**config.mk**
```make
export PLATFORM = sky130hd
export DESIGN_NAME = dcache_flat
export DESIGN_NICKNAME = d
export VERILOG_FILES = /design/src/rtl/dcache_if.sv /design/src/rtl/dcache.sv /design/src/flat_wrapper.sv
export SDC_FILE = /design/constraint.sdc
export NUM_CORES = 2
export LEC_CHECK = 0
export CAP_MARGIN = 20
export CORE_ASPECT_RATIO = 1.4
export CORE_UTILIZATION = 50
export CTS_CLUSTER_SIZE = 10
export DETAILED_ROUTE_END_ITERATION = 7
export GPL_TIMING_DRIVEN = 1
export HOLD_SLACK_MARGIN = 0.1
export PLACE_DENSITY_LB_ADDON = 0.3
export SETUP_SLACK_MARGIN = 0.4
export SLEW_MARGIN = 5
export SYNTH_ARGS = -nofsm -noshare
export SYNTH_HDL_FRONTEND = slang
export SYNTH_SLANG_ARGS = --single-unit
```
**constraint.sdc**
```tcl
create_clock -name clock -period 14.46 [get_ports clock]
set_input_delay 2.892 -clock clock [delete_from_list [all_inputs] [get_ports clock]]
set_output_delay 2.892 -clock clock [all_outputs]
set_load 0.02 [all_outputs]
```
**src/rtl/dcache_if.sv**
```systemverilog
// dcache bus interfaces.
//   dcache_if     : load/store unit <-> cache request port
//   dcache_mem_if : cache <-> word-wide backing memory port
// Optional feature macro used by the cache: DCACHE_STATS_EN.

interface dcache_if;
   logic        cache_rd;
   logic        cache_wr;
   logic [31:0] cache_addr;
   logic [31:0] cache_wr_data;
   logic [3:0]  cache_wr_be;
   logic [31:0] cache_data;
   logic        cache_waitrequest;

   // Load/store unit side: issues requests, holds them until waitrequest drops
   modport master (
      output cache_rd, cache_wr, cache_addr, cache_wr_data, cache_wr_be,
      input  cache_data, cache_waitrequest
   );

   // Cache side: responds to requests
   modport slave (
      input  cache_rd, cache_wr, cache_addr, cache_wr_data, cache_wr_be,
      output cache_data, cache_waitrequest
   );
endinterface

interface dcache_mem_if;
   logic        mem_rd;
   logic        mem_wr;
   logic [31:0] mem_addr;
   logic [31:0] mem_wr_data;
   logic [3:0]  mem_wr_be;
   logic [31:0] mem_rd_data;
   logic        mem_rd_valid;
   logic        mem_waitrequest;

   // Cache side: issues backing reads and writes
   modport master (
      output mem_rd, mem_wr, mem_addr, mem_wr_data, mem_wr_be,
      input  mem_rd_data, mem_rd_valid, mem_waitrequest
   );

   // Backing memory side
   modport slave (
      input  mem_rd, mem_wr, mem_addr, mem_wr_data, mem_wr_be,
      output mem_rd_data, mem_rd_valid, mem_waitrequest
   );
endinterface

```
**src/rtl/dcache.sv**
```systemverilog
// dcache: direct-mapped, write-through, no-write-allocate data cache.
// 16-byte lines (4 words), zero-wait read hits, line refill over a
// word-wide backing port with up to 4 reads outstanding, every store
// forwarded to memory.
// Optional feature: define DCACHE_STATS_EN to add the stat_reads and
// stat_misses counter outputs.

module dcache #(
   parameter int LINES = 16
) (
   input  logic          clock,
   input  logic          reset,
   dcache_if.slave       cpu,
   dcache_mem_if.master  mem
`ifdef DCACHE_STATS_EN
   ,
   output logic [31:0]   stat_reads,
   output logic [31:0]   stat_misses
`endif
);

   localparam int IDX_W = $clog2(LINES);
   localparam int TAG_W = 28 - IDX_W;

   typedef enum logic [1:0] {
      S_IDLE  = 2'd0,
      S_WRITE = 2'd1,
      S_FILL  = 2'd2
   } state_t;

   state_t             state_q;
   logic [LINES-1:0]   valid_q;
   logic [TAG_W-1:0]   tag_q  [LINES];
   logic [31:0]        data_q [LINES][4];
   logic [27:0]        line_addr_q;
   logic [2:0]         req_cnt_q;   // bit 2 set once all four reads are accepted
   logic [1:0]         rsp_cnt_q;

   logic [IDX_W-1:0]   idx;
   logic [TAG_W-1:0]   tag;
   logic [1:0]         word;
   logic [IDX_W-1:0]   fill_idx;
   logic [TAG_W-1:0]   fill_tag;
   logic               hit;
   logic               rd_hit;
   logic               wr_done;
   logic               rd_accept;
   logic               rsp_fire;
   logic               fill_last;
   logic               unused_addr_bits;

   // Merge the enabled bytes of a store into an existing word
   function automatic logic [31:0] merge_be(input logic [31:0] old_w,
                                            input logic [31:0] new_w,
                                            input logic [3:0]  be);
      logic [31:0] r;
      r = old_w;
      for (int b = 0; b < 4; b++) begin
         if (be[b]) r[8*b +: 8] = new_w[8*b +: 8];
      end
      return r;
   endfunction

   assign idx      = cpu.cache_addr[4 +: IDX_W];
   assign tag      = cpu.cache_addr[31 -: TAG_W];
   assign word     = cpu.cache_addr[3:2];
   assign fill_idx = line_addr_q[IDX_W-1:0];
   assign fill_tag = line_addr_q[27 -: TAG_W];

   // Byte offset bits are ignored; stores are word-addressed with byte enables
   assign unused_addr_bits = ^cpu.cache_addr[1:0];

   assign hit       = valid_q[idx] && (tag_q[idx] == tag);
   assign rd_hit    = (state_q == S_IDLE) && cpu.cache_rd && !cpu.cache_wr && hit;
   assign wr_done   = (state_q == S_WRITE) && !mem.mem_waitrequest;
   assign rd_accept = (state_q == S_FILL) && !req_cnt_q[2] && !mem.mem_waitrequest;
   assign rsp_fire  = (state_q == S_FILL) && mem.mem_rd_valid;
   assign fill_last = rsp_fire && (rsp_cnt_q == 2'd3);

   // Output decode: read hits answer in the presentation cycle, so outputs follow state and inputs directly
   always_comb begin
      cpu.cache_waitrequest = 1'b1;
      cpu.cache_data        = '0;
      mem.mem_rd            = 1'b0;
      mem.mem_wr            = 1'b0;
      mem.mem_addr          = '0;
      mem.mem_wr_data       = '0;
      mem.mem_wr_be         = '0;
      case (state_q)
         S_IDLE: begin
            if (rd_hit) begin
               cpu.cache_waitrequest = 1'b0;
               cpu.cache_data        = data_q[idx][word];
            end
         end
         S_WRITE: begin
            mem.mem_wr      = 1'b1;
            mem.mem_addr    = {cpu.cache_addr[31:2], 2'b00};
            mem.mem_wr_data = cpu.cache_wr_data;
            mem.mem_wr_be   = cpu.cache_wr_be;
            if (!mem.mem_waitrequest) cpu.cache_waitrequest = 1'b0;
         end
         S_FILL: begin
            if (!req_cnt_q[2]) begin
               mem.mem_rd   = 1'b1;
               mem.mem_addr = {line_addr_q, req_cnt_q[1:0], 2'b00};
            end
         end
         default: ;
      endcase
   end

`ifdef DCACHE_STATS_EN
   logic [31:0] stat_reads_q;
   logic [31:0] stat_misses_q;
   assign stat_reads  = stat_reads_q;
   assign stat_misses = stat_misses_q;
`endif

   // Controller: state, valid bits, refill counters and the latched line address
   always_ff @(posedge clock) begin
      if (reset) begin
         state_q   <= S_IDLE;
         valid_q   <= '0;
         req_cnt_q <= '0;
         rsp_cnt_q <= '0;
`ifdef DCACHE_STATS_EN
         stat_reads_q  <= '0;
         stat_misses_q <= '0;
`endif
      end else begin
         case (state_q)
            S_IDLE: begin
               if (cpu.cache_wr) begin
                  state_q <= S_WRITE;
               end else if (cpu.cache_rd) begin
                  if (!hit) begin
                     // Invalidate up front so a partial refill never looks valid
                     line_addr_q  <= cpu.cache_addr[31:4];
                     valid_q[idx] <= 1'b0;
                     req_cnt_q    <= '0;
                     rsp_cnt_q    <= '0;
                     state_q      <= S_FILL;
`ifdef DCACHE_STATS_EN
                     stat_misses_q <= stat_misses_q + 32'd1;
`endif
                  end
`ifdef DCACHE_STATS_EN
                  else begin
                     stat_reads_q <= stat_reads_q + 32'd1;
                  end
`endif
               end
            end
            S_WRITE: begin
               if (!mem.mem_waitrequest) state_q <= S_IDLE;
            end
            S_FILL: begin
               if (rd_accept) req_cnt_q <= req_cnt_q + 3'd1;
               if (rsp_fire)  rsp_cnt_q <= rsp_cnt_q + 2'd1;
               if (fill_last) begin
                  valid_q[fill_idx] <= 1'b1;
                  state_q           <= S_IDLE;
               end
            end
            default: state_q <= S_IDLE;
         endcase
      end
   end

   // Line storage: refill words, tag on completion, byte merge on store hits
   always_ff @(posedge clock) begin
      if (rsp_fire) data_q[fill_idx][rsp_cnt_q] <= mem.mem_rd_data;
      if (fill_last) tag_q[fill_idx] <= fill_tag;
      if (wr_done && hit) begin
         data_q[idx][word] <= merge_be(data_q[idx][word], cpu.cache_wr_data, cpu.cache_wr_be);
      end
   end

endmodule

```
**src/flat_wrapper.sv**
```systemverilog
// flat-port wrapper written by rule: the top's interface ports become plain ports
module dcache_flat 
#(
   parameter int LINES = 16
)
  (clock, reset, cpu_cache_rd, cpu_cache_wr, cpu_cache_addr, cpu_cache_wr_data, cpu_cache_wr_be, cpu_cache_data, cpu_cache_waitrequest, mem_mem_rd, mem_mem_wr, mem_mem_addr, mem_mem_wr_data, mem_mem_wr_be, mem_mem_rd_data, mem_mem_rd_valid, mem_mem_waitrequest);
  dcache_if cpu_i ();
  dcache_mem_if mem_i ();
  input  logic clock;
  input  logic reset;
  input wire logic [$bits(cpu_i.cache_rd)-1:0] cpu_cache_rd;
  input wire logic [$bits(cpu_i.cache_wr)-1:0] cpu_cache_wr;
  input wire logic [$bits(cpu_i.cache_addr)-1:0] cpu_cache_addr;
  input wire logic [$bits(cpu_i.cache_wr_data)-1:0] cpu_cache_wr_data;
  input wire logic [$bits(cpu_i.cache_wr_be)-1:0] cpu_cache_wr_be;
  output wire logic [$bits(cpu_i.cache_data)-1:0] cpu_cache_data;
  output wire logic [$bits(cpu_i.cache_waitrequest)-1:0] cpu_cache_waitrequest;
  output wire logic [$bits(mem_i.mem_rd)-1:0] mem_mem_rd;
  output wire logic [$bits(mem_i.mem_wr)-1:0] mem_mem_wr;
  output wire logic [$bits(mem_i.mem_addr)-1:0] mem_mem_addr;
  output wire logic [$bits(mem_i.mem_wr_data)-1:0] mem_mem_wr_data;
  output wire logic [$bits(mem_i.mem_wr_be)-1:0] mem_mem_wr_be;
  input wire logic [$bits(mem_i.mem_rd_data)-1:0] mem_mem_rd_data;
  input wire logic [$bits(mem_i.mem_rd_valid)-1:0] mem_mem_rd_valid;
  input wire logic [$bits(mem_i.mem_waitrequest)-1:0] mem_mem_waitrequest;
  assign cpu_i.cache_rd = cpu_cache_rd;
  assign cpu_i.cache_wr = cpu_cache_wr;
  assign cpu_i.cache_addr = cpu_cache_addr;
  assign cpu_i.cache_wr_data = cpu_cache_wr_data;
  assign cpu_i.cache_wr_be = cpu_cache_wr_be;
  assign cpu_cache_data = cpu_i.cache_data;
  assign cpu_cache_waitrequest = cpu_i.cache_waitrequest;
  assign mem_mem_rd = mem_i.mem_rd;
  assign mem_mem_wr = mem_i.mem_wr;
  assign mem_mem_addr = mem_i.mem_addr;
  assign mem_mem_wr_data = mem_i.mem_wr_data;
  assign mem_mem_wr_be = mem_i.mem_wr_be;
  assign mem_i.mem_rd_data = mem_mem_rd_data;
  assign mem_i.mem_rd_valid = mem_mem_rd_valid;
  assign mem_i.mem_waitrequest = mem_mem_waitrequest;
  dcache #(.LINES(LINES)) u_core (.clock(clock), .reset(reset), .cpu(cpu_i), .mem(mem_i));
endmodule
```
======== Word level (Yosys, flattened, before mapping) ========
Memories as Yosys holds them, arrays and structs flattened.
Index checks and enable logic that the tools add are counted.
storage, ports and cells
  bits in registers ....................... 51
  RAM bits ................................ 2432
  input bits .............................. 106
  output and inout port bits .............. 103
  word-level logic and storage cells ...... 126
  memories kept ........................... 2
operators by class
  add/sub/neg operators ................... 2
  order comparisons ....................... 8
  equality and inequality tests ........... 13
  multiplexer cells ....................... 63
  bitwise logic cells ..................... 8
  reduce and logical (&&, ||, !) cells .... 25
memories
  memory         depth  width  rd ports  clocked after Yosys merged registers in  wr ports  line          RTL
  u_core.data_q  16     128    1         0                                        1         dcache.sv:34  logic [31:0] data_q [LINES][4];
  u_core.tag_q   16     24     1         0                                        1         dcache.sv:33  logic [TAG_W-1:0] tag_q [LINES];
operators with widths
  cell                                                                number
  2-to-1 mux 128 bit                                                  4
  2-to-1 mux 32 bit                                                   8
  demux 32 bit (select 2 bit)                                         2
  OR reduction 128 bit                                                1
  binary-select mux 32 bit (select 2 bit)                             1
  2-to-1 mux 16 bit                                                   4
  2-to-1 mux 8 bit                                                    8
  case mux 32 bit (2 select lines)                                    1
  case mux 16 bit (2 select lines)                                    1
  equality test 24 bit                                                1
  AND reduction 5 bit                                                 4
  2-to-1 mux 2 bit                                                    9
  bitwise AND 16 bit                                                  1
  inverter 16 bit                                                     1
  bitwise OR 16 bit                                                   1
  logical AND 1 bit                                                   14
  2-to-1 mux 1 bit                                                    12
  2-to-1 mux 3 bit                                                    4
  less-than comparator 4 x 5 -> 1 bit (second input constant)         2
  demux 1 bit (select 4 bit)                                          2
  greater-or-equal comparator 4 x 1 -> 1 bit (second input constant)  2
  2-to-1 mux 4 bit                                                    2
  != test 2 bit (second input constant)                               4
  greater-or-equal comparator 3 bit (second input constant)           2
  18 further kinds                                                    28

======== Longest topological paths before layout ========
  depth in word-level cells ............... 10
  mapped depth ............................ 16

======== Worst setup path before layout ========
Ideal clock, no wire load.
  path type ............................... input -> output
  start ................................... input cpu_cache_addr[4]
  end ..................................... output cpu_cache_data[0]
  arrival ................................. 5.822 ns
  slack ................................... 5.746 ns
  stages on the path ...................... 14
  buffers on the path ..................... 5
  cells stage by stage .................... buf_6 buf_8 buf_6 buf_4 mux4_2 mux2i_1 xor2_1 o211ai_1 nor4_1 o211ai_1 nand3b_1 nor3_2 clkbuf_1 and2_1
between the ends
  word-level cells in the longest chain between the ends .. 6
  elaborated cells on any way between the ends .. 12
ends and longest elaborated chain
  what                                                           line                        RTL
  start, declared                                                flat_wrapper.sv:13          input wire logic [$bits(cpu_i.cache_addr)-1:0] cpu_cache_addr;
  memory (16 x 24 bit), or another cell as far along             n/a
  equality test 24 bit, or another cell as far along             dcache.sv:73                assign hit = valid_q[idx] && (tag_q[idx] == tag);
  logical AND 1 bit / 2-to-1 mux 32 bit (equally long branches)  dcache.sv:73, dcache.sv:93
  logical AND 1 bit / 2-to-1 mux 32 bit (equally long branches)  dcache.sv:74, dcache.sv:93
  2-to-1 mux 32 bit *                                            dcache.sv:91                if (rd_hit) begin
  2-to-1 mux 32 bit *                                            dcache.sv:89                case (state_q)
  end, declared                                                  flat_wrapper.sv:16          output wire logic [$bits(cpu_i.cache_data)-1:0] cpu_cache_data;
Every way passes the cells marked *; elsewhere a longest branch is shown, timed or not. The select of a mux whose other input is x is not followed.

======== Final worst setup path ========
  start ................................... input cpu_cache_addr[4]
  end ..................................... output cpu_cache_data[14]
Same word-level chain as after synthesis.

==> summary.md <==
| Metric | Value |
|---|---|
| Outcome | `complete, no violations` |
| Distinct cells, synth | `66` |
| Clk_skew | `75.5 ps` |
| WP data required | `11,570 ps` |
| DP HPWL | `131,000 um` |
| Finished Layout Cells | `7,323` |
| Tmin final | `11,290 ps` |
| Placement Setup Slack | `3200 ps` |
| Largest fanout on the critical path | `48` |
| IO Count | `209` |
| Top cells by area, synth | `edfxtp_1, mux4_2, mux2i_1` |
| Flip-flop and latch count after synthesis | `2,483` |
| Root buf cell | `clkbuf_16` |
| WP data arrival | `8400 ps` |
| Least-Margin Pin Slew | `1420 ps` |
| Area of the core | `195,000 um2` |
| Post-CTS Setup Inserts | `0` |
| Placed cell count | `6,959` |
| Async set-reset flop share out of synthesis | `0%` |
| H-Tree Level Count | `5` |
| Fin nets | `4,778` |
| Routed via count | `47,803` |
| Worst min path class | `reg -> reg` |
| Clock sink count | `2,483` |
| Clock slew at the register clock pins of the worst setup and hold paths | `50 ps` |
| Fin. Hold Viols | `0` |
| Switching Share | `20.8%` |
| Num CTS Buffers | `299` |
| Clk pwr share | `41.6%` |
| Mean Syn Cell Area | `23.1 um2` |
| Total Routing Usage GR | `25.9%` |
| DRC Markers | `0` |
| Most common cell after layout, fill and taps aside | `edfxtp_1` |
| Comb power frac | `6.0%` |
| Initial antenna violation count | `6` |
| Fill cell count | `13,777` |
| Number of flops mapped to enable cells by yosys | `2,460` |
| Grt ovf | `0` |
| Yosys warning count | `0` |
| Vias in the first global route | `48,581` |
| Pre-antenna DRT Iters | `5` |
| VDD IR max | `0.000134 V` |
| Pins over their slew limit | `0` |
| Layout cell share with drive strength beyond 1 | `30.4%` |
| Initial drt markers | `5,925` |
| Core Util, Final | `57.5%` |
| Seq/Total Area, Yosys | `75.7%` |
| Static Leak | `34.8 nW` |
| CTS tree | `built` |
| Final GP Congestion | `0.862` |
| Psw | `0.00315 W` |
| Post-CTS Hold Buffers | `0` |
| Die Span Y | `526 um` |
| Drt wl/cell | `34.8 um` |
| Cell taking the most area after synthesis | `edfxtp_1` |
| Final wirelength | `255,000 um` |
| Largest buffer count on any clock path | `4` |
| P_int | `0.0120 W` |
| Die W | `377 um` |
| Total die area | `198,000 um2` |
| Setup TNS | `0 ps` |
| Via/cell ratio | `6.53` |
| Cts repair resizes | `0` |
| Crit Path Category | `in -> out` |
| Synth top area share | `75.2%` |
| Max frequency | `88.5 MHz` |
| Cell row count | `192` |
| Slew margin rel. | `5.62%` |
| Post-synth top flop | `edfxtp_1` |
| Register share of total power | `52.4%` |
| Max_cap viols | `0` |
| Tcrit/Tclk final | `78.1%` |
| Starting density of the core | `50.3%` |
| RSZ-0062 raised after global routing | `no` |
| Setup crit start kind | `input port` |
| Clk_lat worst skew | `930 ps` |
| Post-synthesis instance area | `98,200 um2` |
| DRT antenna net count | `0` |
| First-pass GRT wire length | `359,000 um` |
| Mapped Cells | `4,253` |
| P&R area growth vs syn | `14.4%` |
| I/O Buffers | `204` |
| Final setup margin | `3170 ps` |
| Commonest non-fill, non-tap cells in the layout | `edfxtp_1, mux4_2, clkbuf_16` |
| Power Density | `135 nW/um2` |
| Largest net degree at the start of global routing | `150` |
| Worst Setup End Kind | `output port` |
| Endpoints failing setup | `0` |
-- through the flow --
step	hold WS (ps)	total power (W)	area [um2]
2_1_floorplan	439	0.00868	98200
3_3_place_gp	447	0.00899	104000
3_5_place_dp	453	0.00901	104000
4_1_cts	462	0.0152	112000
5_1_grt	486	0.0156	112000
6_report	462	0.0152	112000
-- sequential cells by signal, summed over array words and instances (netlist names) --
signal              flops
u_core.line_addr_q     28
u_core.tag_q          384
u_core.data_q        2048
u_core.req_cnt_q        3
u_core.state_q          2
u_core.valid_q         16
u_core.rsp_cnt_q        2
-- worst paths after layout --
path / from / end / slack [ps] / cells after the start
worst max-delay path: cpu_cache_addr[4] / cpu_cache_data[14] / 3170 / 12
worst min-delay path: u_core.valid_q[12] / u_core.valid_q[12] / 460 / 2
worst max register to register: u_core.tag_q[11][21] / u_core.data_q[8][44] / 9000 / 11
worst min register to register: u_core.valid_q[12] / u_core.valid_q[12] / 460 / 2
-- layer usage --
layer / wire [um] / global-route usage (%) / vias up
li1: - / - / 18821
met1: 94700 / 35.0 / 25747
met2: 128000 / 42.7 / 2738
met3: 22600 / 4.26 / 493
met4: 9480 / 9.39 / 4
met5: 27 / 0 / -
-- cells in the mapped netlist (14+ instances only) --
master	n
mux2_1	17
buf_2	56
mux2i_1	124
buf_4	14
and3_1	17
a22oi_1	45
xnor2_1	15
or2_2	49
nand3_1	16
nor2_1	40
nor2b_1	44
nand2_1	81
edfxtp_1	2460
dfxtp_1	23
mux2_2	62
mux4_2	755
and2_1	71
buf_6	31
clkbuf_1	122
nor3_1	14
buf_1	20
inv_1	22
-- power by group through the flow --
stage	combinational [W]	clock (W)	sequential, W
floorplan	0.000584	0	0.00809
global placement	0.000892	0	0.00810
detailed placement	0.000903	0	0.00810
CTS	0.000906	0.00638	0.00796
global route	0.000967	0.00665	0.00795
finish	0.000917	0.00631	0.00795
-- worst max-delay path: stages --
cell             delay (ps)
buf_8                   420
buf_4                   720
mux4_2                  650
a211oi_1                600
a21oi_1                 250
o22ai_1                 240
o211ai_1                370
nand3b_1                430
nor3_4                  550
buf_4                   390
and2_1                  190
clkdlybuf4s50_1         610
-- final cells by class --
class / count / area [um2] / share of cell area (%)
clock buffer: 325 / 7660 / 6.82
sequential: 2483 / 74300 / 66.1
tap: 2619 / 3280 / 2.92
inverter: 24 / 97.6 / 0.0868
multi-input combinational: 1503 / 23300 / 20.7
timing repair buffer: 353 / 3630 / 3.23
clock inverter: 11 / 85.1 / 0.0757
antenna: 5 / 12.5 / 0.0111
-- cell families (layout without fill, tap and decap cells) --
family	after synthesis	count (layout)	share of synthesized area, %
flops	2483	2483	75.7
mux	958	958	19.5
simple gates	365	365	2.02
buf+inv	268	713	1.40
compound gates	148	148	1.13
xor+xnor	22	22	0.196
fa+ha+maj	8	8	0.102
other cells	1	7	0.00382
Power figures use the tool's default switching activity.
